`src/rtl/reg_file_dump.sv`:
```
// reg_file_dump: halts the core and streams x0..x31 out as a framed
// byte sequence: header, 4 LE bytes per register, XOR checksum.
module reg_file_dump #(
  parameter int          NUM_REGS = 32,
  parameter int          ADDR_W   = 5,
  parameter logic [7:0]  HEADER   = 8'hA5
) (
  input  logic              clk,
  input  logic              rst,
  input  logic              start,
  output logic              halt_req,
  output logic [ADDR_W-1:0] rd_addr,
  input  logic [31:0]       rd_data,
  output logic [7:0]        tx_data,
  output logic              tx_valid,
  input  logic              tx_ready,
  output logic              busy,
  output logic              done
);

  typedef enum logic [2:0] {
    S_IDLE,
    S_HEADER,
    S_LOAD,
    S_SEND,
    S_TRAILER,
    S_DONE
  } state_t;

  localparam logic [ADDR_W-1:0] LAST = ADDR_W'(NUM_REGS - 1);

  state_t            state, state_n;
  logic [ADDR_W-1:0] idx, idx_n;
  logic [1:0]        byte_cnt, byte_cnt_n;
  logic [31:0]       shift, shift_n;
  logic [7:0]        csum, csum_n;
  logic [7:0]        tx_data_n;
  logic              tx_valid_n;
  logic [31:0]       ld_word;

  // x0 is hardwired to zero, so its read data is never trusted.
  assign ld_word = (idx == '0) ? 32'd0 : rd_data;

  assign rd_addr  = idx;
  assign busy     = (state == S_HEADER) || (state == S_LOAD) ||
                    (state == S_SEND)   || (state == S_TRAILER);
  assign halt_req = busy;
  assign done     = (state == S_DONE);

  // State and datapath registers; tx_* are registered outputs.
  always_ff @(posedge clk or posedge rst) begin
    if (rst) begin
      state    <= S_IDLE;
      idx      <= '0;
      byte_cnt <= '0;
      shift    <= '0;
      csum     <= '0;
      tx_data  <= '0;
      tx_valid <= 1'b0;
    end else begin
      state    <= state_n;
      idx      <= idx_n;
      byte_cnt <= byte_cnt_n;
      shift    <= shift_n;
      csum     <= csum_n;
      tx_data  <= tx_data_n;
      tx_valid <= tx_valid_n;
    end
  end

  // Next-state and next-output logic; nothing moves while a byte stalls.
  always_comb begin
    state_n    = state;
    idx_n      = idx;
    byte_cnt_n = byte_cnt;
    shift_n    = shift;
    csum_n     = csum;
    tx_data_n  = tx_data;
    tx_valid_n = tx_valid;
    unique case (state)
      S_IDLE: begin
        if (start) begin
          state_n    = S_HEADER;
          idx_n      = '0;
          byte_cnt_n = '0;
          csum_n     = '0;
          tx_data_n  = HEADER;
          tx_valid_n = 1'b1;
        end
      end
      S_HEADER: begin
        if (tx_ready) begin
          state_n    = S_LOAD;
          tx_valid_n = 1'b0;
        end
      end
      S_LOAD: begin
        shift_n    = ld_word;
        byte_cnt_n = '0;
        tx_data_n  = ld_word[7:0];
        tx_valid_n = 1'b1;
        state_n    = S_SEND;
      end
      S_SEND: begin
        if (tx_ready) begin
          csum_n     = csum ^ shift[7:0];
          shift_n    = shift >> 8;
          byte_cnt_n = byte_cnt + 2'd1;
          tx_data_n  = shift[15:8];
          if (byte_cnt == 2'd3) begin
            if (idx == LAST) begin
              state_n   = S_TRAILER;
              tx_data_n = csum_n;
            end else begin
              idx_n      = idx + ADDR_W'(1);
              state_n    = S_LOAD;
              tx_valid_n = 1'b0;
            end
          end
        end
      end
      S_TRAILER: begin
        if (tx_ready) begin
          state_n    = S_DONE;
          tx_valid_n = 1'b0;
        end
      end
      S_DONE: begin
        state_n = S_IDLE;
      end
      default: begin
        state_n    = S_IDLE;
        tx_valid_n = 1'b0;
      end
    endcase
  end

endmodule

```
`config.mk`:
```
export PLATFORM = sky130hd
export DESIGN_NAME = reg_file_dump
export DESIGN_NICKNAME = d
export VERILOG_FILES = /design/src/rtl/reg_file_dump.sv
export SDC_FILE = /design/constraint.sdc
export NUM_CORES = 1
export LEC_CHECK = 0
export ABC_AREA = 1
export CAP_MARGIN = 20
export CORE_ASPECT_RATIO = 1.5
export CORE_MARGIN = 4
export CORE_UTILIZATION = 25
export CTS_BUF_LIST = sky130_fd_sc_hd__clkbuf_16
export CTS_CLUSTER_DIAMETER = 100
export CTS_CLUSTER_SIZE = 8
export DETAILED_ROUTE_END_ITERATION = 8
export GPL_TIMING_DRIVEN = 0
export PLACE_DENSITY = 0.55
export SETUP_SLACK_MARGIN = 0.5
export SYNTH_ARGS = -nofsm -noshare
export SYNTH_HDL_FRONTEND = slang
export SYNTH_SLANG_ARGS = --single-unit
```
`constraint.sdc`:
```
create_clock -name clk -period 5.6 [get_ports clk]
set_input_delay 1.12 -clock clk [delete_from_list [all_inputs] [get_ports clk]]
set_output_delay 1.12 -clock clk [all_outputs]
set_load 0.02 [all_outputs]
```
==> impl_metrics.toml, run 1 <==
[outcome]
outcome = "complete, no violations"

[cts]
clk_latency_ns = 0.33
htree_levels = 3
cts_root_buf = "clkbuf_16"
cts_buffers = 9
cts-resized-gates = 0
cts_buffer_depth = 2
cts.sinks = 59
cts_hold_buffers = 0
post_cts.repair.setup_buffers = 0
clk_pin_slew_ns = 0.05
cts_tree = "done"

[placed_design]
routabilityCongestion = 0.825
io_buffers = 52
dp_hpwl_um = 6730
place_ws_ns = 2.79

[die]
start_util_pct = 25.9
dieArea_um2 = 14500
fp.dieW_um = 99.6
io_pins = 53
core-area_um2 = 12100
die_y_um = 145
core.rowCount = 49

[sta]
min_period_ns = 3.14
worst_pin_slew_ns = 0.550
rsz0062_at_grt = "no"
hold_viol_final = 0
slew_headroom_pct = 63.3
clock_skew_ns = 0.00647
slew_violations = 0
min_period_over_period_pct = 56.1
worst_slack_ns = 2.46
fmax_mhz = 318
setup_tns_ns = 0
setup_viol = 0

[routing]
drt_iter0_drc = 140
vias = 2952
wl_per_cell_um = 14.3
drc_errors = 0
viasPerCell = 4.71
drt_pre_antenna_iters = 6
antenna_left = 0
wl_um = 8940

[synth]
synth-async-reset-ratio_pct = 100
synth-main-ff-cell = "dfrtp_1"
synth_most_common_cell = "nand2_1"
syn_area_um2 = 3140
yosysSeqAreaShare_pct = 47.0
synth_edf_count = 0
syn_avg_cell_area_um2 = 7.76
synth_top_cells_by_count = "114 x nand2_1, 59 x dfrtp_1, 46 x nand3_1"
ys_types = 25
synth_nets = 446
synth.top_cells.by_area = "dfrtp_1 47%, nand2_1 14%, nand3_1 7.3%"
synth-seq-cells = 59
syn_inst = 405
synth-warning-count = 0
synth_top_area_share_pct = 47.0
synth_largest_area_cell = "dfrtp_1"

[cells_and_area]
synthToLayoutAreaGrowth_pct = 33.1
ff_latch_area_um2 = 1480
fillCellCount = 1315
drive_gt1_share_pct = 9.07
diodes = 0
multi_input_area_um2 = 1420
postLayoutCoreUtil_pct = 34.5
nNetsFinal = 510

[power_and_ir_drop]
combPwrFrac_pct = 47.7
p_leak_nw = 1.98
p_clk_share_pct = 24.1
p_total_mw = 2.37
ir_drop_uv = 189
p_int_mw = 1.36
pwr-share-seq_pct = 28.2
p_sw_mw = 1.01
power.density_nw_per_um2 = 567
switching_share_pct = 42.7

[worst_setup_path]
slowest_delay_ns = 0.58
critPathKind = "register to primary output"
crit_path_cell_trace = "buf_4 -> nor2_2 -> nand2_1 -> nand2_1 -> buf_4 -> clkdlybuf4s50_1"
arrival_ns = 2.02
startpoint_type = "register"
cp_slowest_cell = "clkdlybuf4s50_1"
cp.required_ns = 4.48
endpoint_kind = "primary output"
path_max_fanout = 10

[min_path]
hold_class = "register to register"

[global_route]
grt_usage_pct = 13.1
grt_max_degree = 38
grt_first_pass_wirelength_um = 15200
grt_pass1_vias = 3068
grt-ovfl-total = 0
antenna_found_initial = 0

[job]
cap_violations = 0
[final timing paths]
kind,from,endpoint,slack (ns),cells past startpoint
setup / recovery,state[0],halt_req,2.46,6
hold / removal,tx_valid,tx_valid,0.47,2
setup reg to reg,rd_addr[0],tx_data[5],3.37,12
hold reg to reg,tx_valid,tx_valid,0.47,2
max in group asynchronous,rst,tx_data[0],3.82,3
min in group asynchronous,rst,shift[16],1.17,2
[flip-flops by register name, summed over array words and instances (netlist names)]
name      flops
state         3
tx_data       8
csum          8
tx_valid      1
byte_cnt      2
shift        32
rd_addr       5
[stage by stage]
step           cells  hold WS (ns)  instance area, µm²
3_5_place_dp     611         0.462                3870
6_report         627         0.471                4180
2_1_floorplan    405         0.444                3140
4_1_cts          627         0.476                4180
5_1_grt          627         0.490                4180
3_3_place_gp     610         0.459                3850
[cell type report]
type / count / area share (%)
timing repair buffer: 53 / 12.9
clock inverter: 7 / 1.97
sequential: 59 / 35.3
tap: 153 / 4.58
inverter: 37 / 3.32
multi-input combinational: 287 / 33.9
clock buffer: 9 / 5.38
buffer: 22 / 2.63
[kinds of logic (layout without fill, tap and decap cells)]
group | count (synthesis) | count (layout) | share of synthesized area [%]
xor gates and xnor gates | 6 | 6 | 1.67
AOI/OAI and AO/OA | 95 | 95 | 16.0
DFF | 59 | 59 | 47.0
and+or+nand+nor | 181 | 181 | 25.4
buffers and inverters | 59 | 128 | 7.92
adders and majority gates | 5 | 5 | 1.99
[power by group through the flow]
stage	Sequential [mW]	Clock, mW	Combinational (mW)
detailed placement	0.673	0	1.14
CTS	0.668	0.579	1.14
global route	0.686	0.596	1.29
floorplan	0.698	0	0.740
finish	0.669	0.572	1.13
global placement	0.669	0	1.12
[cells in the final DEF, fill, tap and decap left out, types with 2 or more instances in the layout]
| cell | Yosys | routed |
|---|---|---|
| nand2_1 | 114 | 114 |
| dfrtp_1 | 59 | 59 |
| clkdlybuf4s50_1 | 0 | 52 |
| nand3_1 | 46 | 46 |
| inv_1 | 31 | 30 |
| a21oi_1 | 28 | 28 |
| o21ai_0 | 27 | 27 |
| o21ai_1 | 23 | 23 |
| o22ai_1 | 12 | 12 |
| clkbuf_1 | 9 | 9 |
| clkbuf_16 | 0 | 9 |
| nor2_1 | 7 | 7 |
| inv_2 | 6 | 7 |
| buf_2 | 7 | 7 |
| xor2_1 | 6 | 6 |
| buf_4 | 5 | 5 |
| ha_1 | 5 | 5 |
| nor2_4 | 4 | 4 |
| o21bai_1 | 4 | 4 |
| clkinv_1 | 0 | 4 |
| nand4_1 | 3 | 3 |
| nand2_2 | 2 | 2 |
| nor2_2 | 2 | 2 |
| bufinv_16 | 0 | 2 |
[worst max-delay path, delay by kind of cell, from the launching register on]
kind | cells | cell delay, ns
buffers and inverters | 3 | 0.85
AND/OR/NAND/NOR | 3 | 0.47
flip-flops | 1 | 0.35
[metal layers]
layer / share of wire (%) / vias to the layer above / GRT usage [%]
li1: - / 1472 / -
met1: 41 / 1397 / 14.6
met2: 52 / 65 / 23.2
met3: 4.5 / 18 / 2.83
met4: 2.8 / 0 / 6.22
met5: 0 / - / 0
Note: power is estimated with default switching activity, not from simulation.
==> inputs of run 2 (changes only) <==
==> constraint.sdc (replaced) <==
create_clock -name clk -period 3.1 [get_ports clk]
set_input_delay 0.62 -clock clk [delete_from_list [all_inputs] [get_ports clk]]
set_output_delay 0.62 -clock clk [all_outputs]
set_load 0.02 [all_outputs]
==> run 2 against run 1 <==
Compared with the run above: final area is 0.18% higher; clock skew is essentially flat; worst setup slack worse by 1.8 ns; power increased by 81%; non-clock buffer count unchanged; core utilization up 0.062 points; highest routed layer unchanged; via count decreased by 0.10%; largest power group unchanged; clock power up 80%; routed wire length grew 0.20%; sequential share of layout area is 0.063 points lower; sequential power increased by 81%; largest cell class unchanged.
==> impl_metrics.toml, run 2 (same netlist as run 1, synthesis figures left out) <==
[outcome]
outcome = "complete, no violations"

[worst_setup_path]
endpoint_kind = "primary output"
critPathKind = "register to primary output"
cp.required_ns = 2.48
startpoint_type = "register"
r2r-start = "rd_addr[0]"
crit_path_end = "busy"
path_max_fanout = 10
reg2reg_to = "tx_data[5]"
rrSetupSlack_ns = 0.86
arrival_ns = 1.85
crit_start = "state[0]"
reg2reg_depth = 12

[cts]
clk_latency_ns = 0.33
cts_hold_buffers = 0
cts_tree = "done"
cts.sinks = 59
post_cts.repair.setup_buffers = 0
cts_root_buf = "clkbuf_16"
cts-resized-gates = 1
clk_pin_slew_ns = 0.05
htree_levels = 3
cts_buffer_depth = 2
cts_buffers = 9

[routing]
viasPerCell = 4.70
drt-met1-wl_um = 3690
drc_errors = 0
wl_per_cell_um = 14.3
routed-wl-met2_um = 4620
dr_wl_met3_um = 395
drt_iter0_drc = 155
vias = 2949
top_layer_used = "met4"
wl_um = 8960
drt_pre_antenna_iters = 5
antenna_left = 0

[global_route]
grt-ovfl-total = 0
grt_first_pass_wirelength_um = 15200
antenna_found_initial = 0
grt_usage_pct = 13.1
grt_max_degree = 38
grt_pass1_vias = 3068

[power_and_ir_drop]
p_total_mw = 4.29
p_leak_nw = 1.98
p_sw_mw = 1.84
pwr-share-seq_pct = 28.2
power.density_nw_per_um2 = 1020
combPwrFrac_pct = 47.7
ir_drop_uv = 342
p_clk_share_pct = 24.1
p_int_mw = 2.46
switching_share_pct = 42.8

[cells_and_area]
nNetsFinal = 510
multi_input_area_um2 = 1420
final_cell_mix = "114 x nand2_1, 59 x dfrtp_1, 51 x clkdlybuf4s50_1"
top_register = "shift"
diodes = 0
postLayoutCoreUtil_pct = 34.5
layout_commonest_cell = "nand2_1"
reg_top3 = "shift x32, csum x8, tx_data x8"
synthToLayoutAreaGrowth_pct = 33.3
drive_gt1_share_pct = 9.07
fillCellCount = 1314
ff_latch_area_um2 = 1480
largest_register_ffs = 32

[sta]
slew_violations = 0
hold_viol_final = 0
clock_skew_ns = 0.00640
setup_viol = 0
fmax_mhz = 405
rsz0062_at_grt = "no"
min_period_over_period_pct = 79.6
worst_pin_slew_ns = 0.547
min_period_ns = 2.47
slew_headroom_pct = 63.5

[placed_design]
routabilityCongestion = 0.825
io_buffers = 52
dp_hpwl_um = 6730

[die]
core-area_um2 = 12100
dieArea_um2 = 14500
die_y_um = 145
core.rowCount = 49
start_util_pct = 25.9
io_pins = 53
fp.dieW_um = 99.6

[job]
cap_violations = 0

[min_path]
hold_class = "register to register"
min_from = "tx_valid"
run 2: cell count changes in the layout (fill, tap and decap cells not counted):
cell | previous run | this run
nor2_2 | 2 | 1
clkdlybuf4s50_1 | 52 | 51
dlymetal6s2s_1 | 0 | 1
nor2_4 | 4 | 5
run 2: worst min-delay path by stage:
stage	cells after the start	end	slack (ns)
after global routing	2	shift[26]	0.49
after detailed placement	2	shift[26]	0.46
after global placement	2	shift[30]	0.46
final	2	tx_valid	0.47
after CTS	2	shift[25]	0.48
after floorplan	2	shift[24]	0.44
run 2: power by group through the flow:
stage	Clock (mW)	Sequential [mW]	Combinational, mW
4_1_cts	1.05	1.21	2.07
2_1_floorplan	0	1.26	1.34
3_3_place_gp	0	1.21	2.01
3_5_place_dp	0	1.22	2.05
5_1_grt	1.08	1.24	2.33
6_report	1.03	1.21	2.05
run 2: final cells by class:
type	count	area share [%]
flip-flops and latches	59	35.2
multi-input cells	287	34.0
repair buffers	53	13.0
clock buffers	9	5.37
well taps	153	4.57
inverters	37	3.31
plain buffers	22	2.63
clock inverters	7	1.97
run 2: critical path: stages, from the launching register on:
cell and delay, ns:
dfrtp_1 0.35, buf_4 0.18, nor2_4 0.17, nand2_1 0.11, nand2_1 0.10, clkdlybuf4s50_1 0.60
run 2: routing by layer:
layer  GRT usage, %  up-vias
li1               -     1474
met4           6.22        0
met3           2.83       18
met5              0        -
met1           14.6     1392
met2           23.2       65
run 2: through the flow:
step / hold slack (ns) / setup WS, ns / setup TNS [ns] / std cells / instance area [µm²]
2_1_floorplan: 0.444 / 1.02 / 0 / 405 / 3140
3_3_place_gp: 0.459 / -0.198 / -11.40 / 610 / 3850
3_5_place_dp: 0.462 / 0.792 / 0 / 611 / 3870
4_1_cts: 0.476 / 0.525 / 0 / 627 / 4190
5_1_grt: 0.490 / 0.529 / 0 / 627 / 4190
6_report: 0.471 / 0.634 / 0 / 627 / 4190
==> inputs of run 3 (changes only) <==
==> constraint.sdc (replaced) <==
create_clock -name clk -period 2.3 [get_ports clk]
set_input_delay 0.46 -clock clk [delete_from_list [all_inputs] [get_ports clk]]
set_output_delay 0.46 -clock clk [all_outputs]
set_load 0.02 [all_outputs]
==> run 3 against run 2 <==
Compared with the run above: worst setup slack got worse by 0.18 ns; first-iteration DRC count rose by 35%; clock skew rose by 0.00051 ns; critical path depth rose by 2; via count rose by 2.3%; critical path type unchanged.
==> impl_metrics.toml, run 3 (same netlist as run 1, synthesis figures left out) <==
[cells_and_area]
final_cell_mix = "107 x nand2_1, 56 x dfrtp_1, 43 x clkdlybuf4s50_1"
layout_commonest_cell = "nand2_1"
diodes = 0
largest_register_ffs = 32
nNetsFinal = 525
drive_gt1_share_pct = 18.8
synthToLayoutAreaGrowth_pct = 40.8
reg_top3 = "shift x32, csum x8, tx_data x8"
top_register = "shift"
finalInstanceArea_um2 = 4430

[sta]
rsz0062_at_grt = "yes"
clock_skew_ns = 0.00690
setup_tns_ns = 0
fmax_mhz = 542
setup_viol = 0
min_period_ns = 1.85
min_period_over_period_pct = 80.2
slew_violations = 0
hold_viol_final = 0
slew_headroom_pct = 64.2
worst_pin_slew_ns = 0.535

[global_route]
grt_pass1_vias = 3064
grt_usage_pct = 13.2
grt_max_degree = 39
grt_first_pass_wirelength_um = 15100
antenna_found_initial = 0
grt-ovfl-total = 0

[cts]
cts.sinks = 59
cts_tree = "done"
cts_buffers = 9
cts_hold_buffers = 0
htree_levels = 3
cts_buffer_depth = 2
clk_latency_ns = 0.33
clk_pin_slew_ns = 0.05
cts_root_buf = "clkbuf_16"

[worst_setup_path]
reg2reg_depth = 12
path_max_fanout = 4
cpMostUsedCell = "buf_6"
endpoint_kind = "primary output"
slowest_delay_ns = 0.37
crit_path_cell_trace = "buf_6 -> nor2_4 -> inv_2 -> nand2_2 -> nand2_2 -> buf_6 -> buf_6"
cp_slowest_cell = "dfrtp_1"
startpoint_type = "register"
arrival_ns = 1.39
cp.required_ns = 1.84
critPathKind = "register to primary output"

[min_path]
holdPathStages = 2
hold_class = "register to register"

[outcome]
outcome = "complete, no violations"

[routing]
drc_errors = 0
drt_iter0_drc = 209
drt_pre_antenna_iters = 4
wl_um = 9250
wl_per_cell_um = 14.4
viasPerCell = 4.70
antenna_left = 0
vias = 3016

[die]
core-area_um2 = 12100
io_pins = 53
die_y_um = 145
fp.dieW_um = 99.6
start_util_pct = 25.9
dieArea_um2 = 14500
core.rowCount = 49

[placed_design]
routabilityCongestion = 0.819
io_buffers = 52
dp_hpwl_um = 6710
dpl_cell_area_um2 = 3880

[power_and_ir_drop]
power.density_nw_per_um2 = 1330
ir_drop_uv = 502
p_leak_nw = 2.16

[job]
cap_violations = 0
run 3: worst paths after layout:
kind,slack (ns),to,startpoint
worst max-delay path,0.45,halt_req,state[0]
min in group asynchronous,0.52,shift[16],rst
worst min register to register,0.47,tx_valid,tx_valid
worst max register to register,0.53,tx_data[2],rd_addr[1]
worst min-delay path,0.47,tx_valid,tx_valid
max in group asynchronous,1.19,state[1],rst
run 3: through the flow:
stage | utilization (%) | std cells | setup WS (ns) | hold slack [ns] | power [mW]
final | 36.5 | 642 | 0.454 | 0.472 | 5.89
after global placement | 31.8 | 610 | 0.197 | 0.458 | 4.35
after detailed placement | 32.0 | 611 | 0.175 | 0.460 | 4.42
after global routing | 36.5 | 642 | 0.406 | 0.490 | 6.35
after CTS | 35.2 | 635 | 0.433 | 0.475 | 5.83
after floorplan | - | 405 | 0.573 | 0.444 | 3.50
run 3: report_power, final:
part	internal, mW	total [mW]	switching, mW
combinational	1.08	2.96	1.88
sequential	1.42	1.63	0.210
clock	0.821	1.30	0.475
run 3: routing by layer:
metal | GRT usage, % | share of wire [%] | vias up
met5 | 0 | 0 | -
met4 | 5.81 | 2.3 | 0
met3 | 2.93 | 4.2 | 16
met2 | 23.3 | 52 | 77
met1 | 14.9 | 41 | 1419
li1 | - | - | 1504
run 3: critical path, delay by kind of cell, from the launching register on:
| kind | cells | cell delay, ns |
|---|---|---|
| buffers and inverters | 4 | 0.43 |
| AND/OR/NAND/NOR | 3 | 0.26 |
| flip-flops | 1 | 0.37 |
run 3: final cells by class:
type | instances | area [µm²]
plain buffers | 22 | 134
repair buffers | 68 | 671
flip-flops and latches | 59 | 1480
well taps | 153 | 191
inverters | 37 | 143
clock inverters | 7 | 58.8
multi-input cells | 287 | 1520
fillers | 1272 | 7710
clock buffers | 9 | 225
run 3: repair_timing:
item,CTS,global route
hold endpoints to repair,0,0
setup endpoints to repair,16,37
buffers inserted,8,7
resized for setup,32,33
pin swaps,1,9
gates cloned,0,0
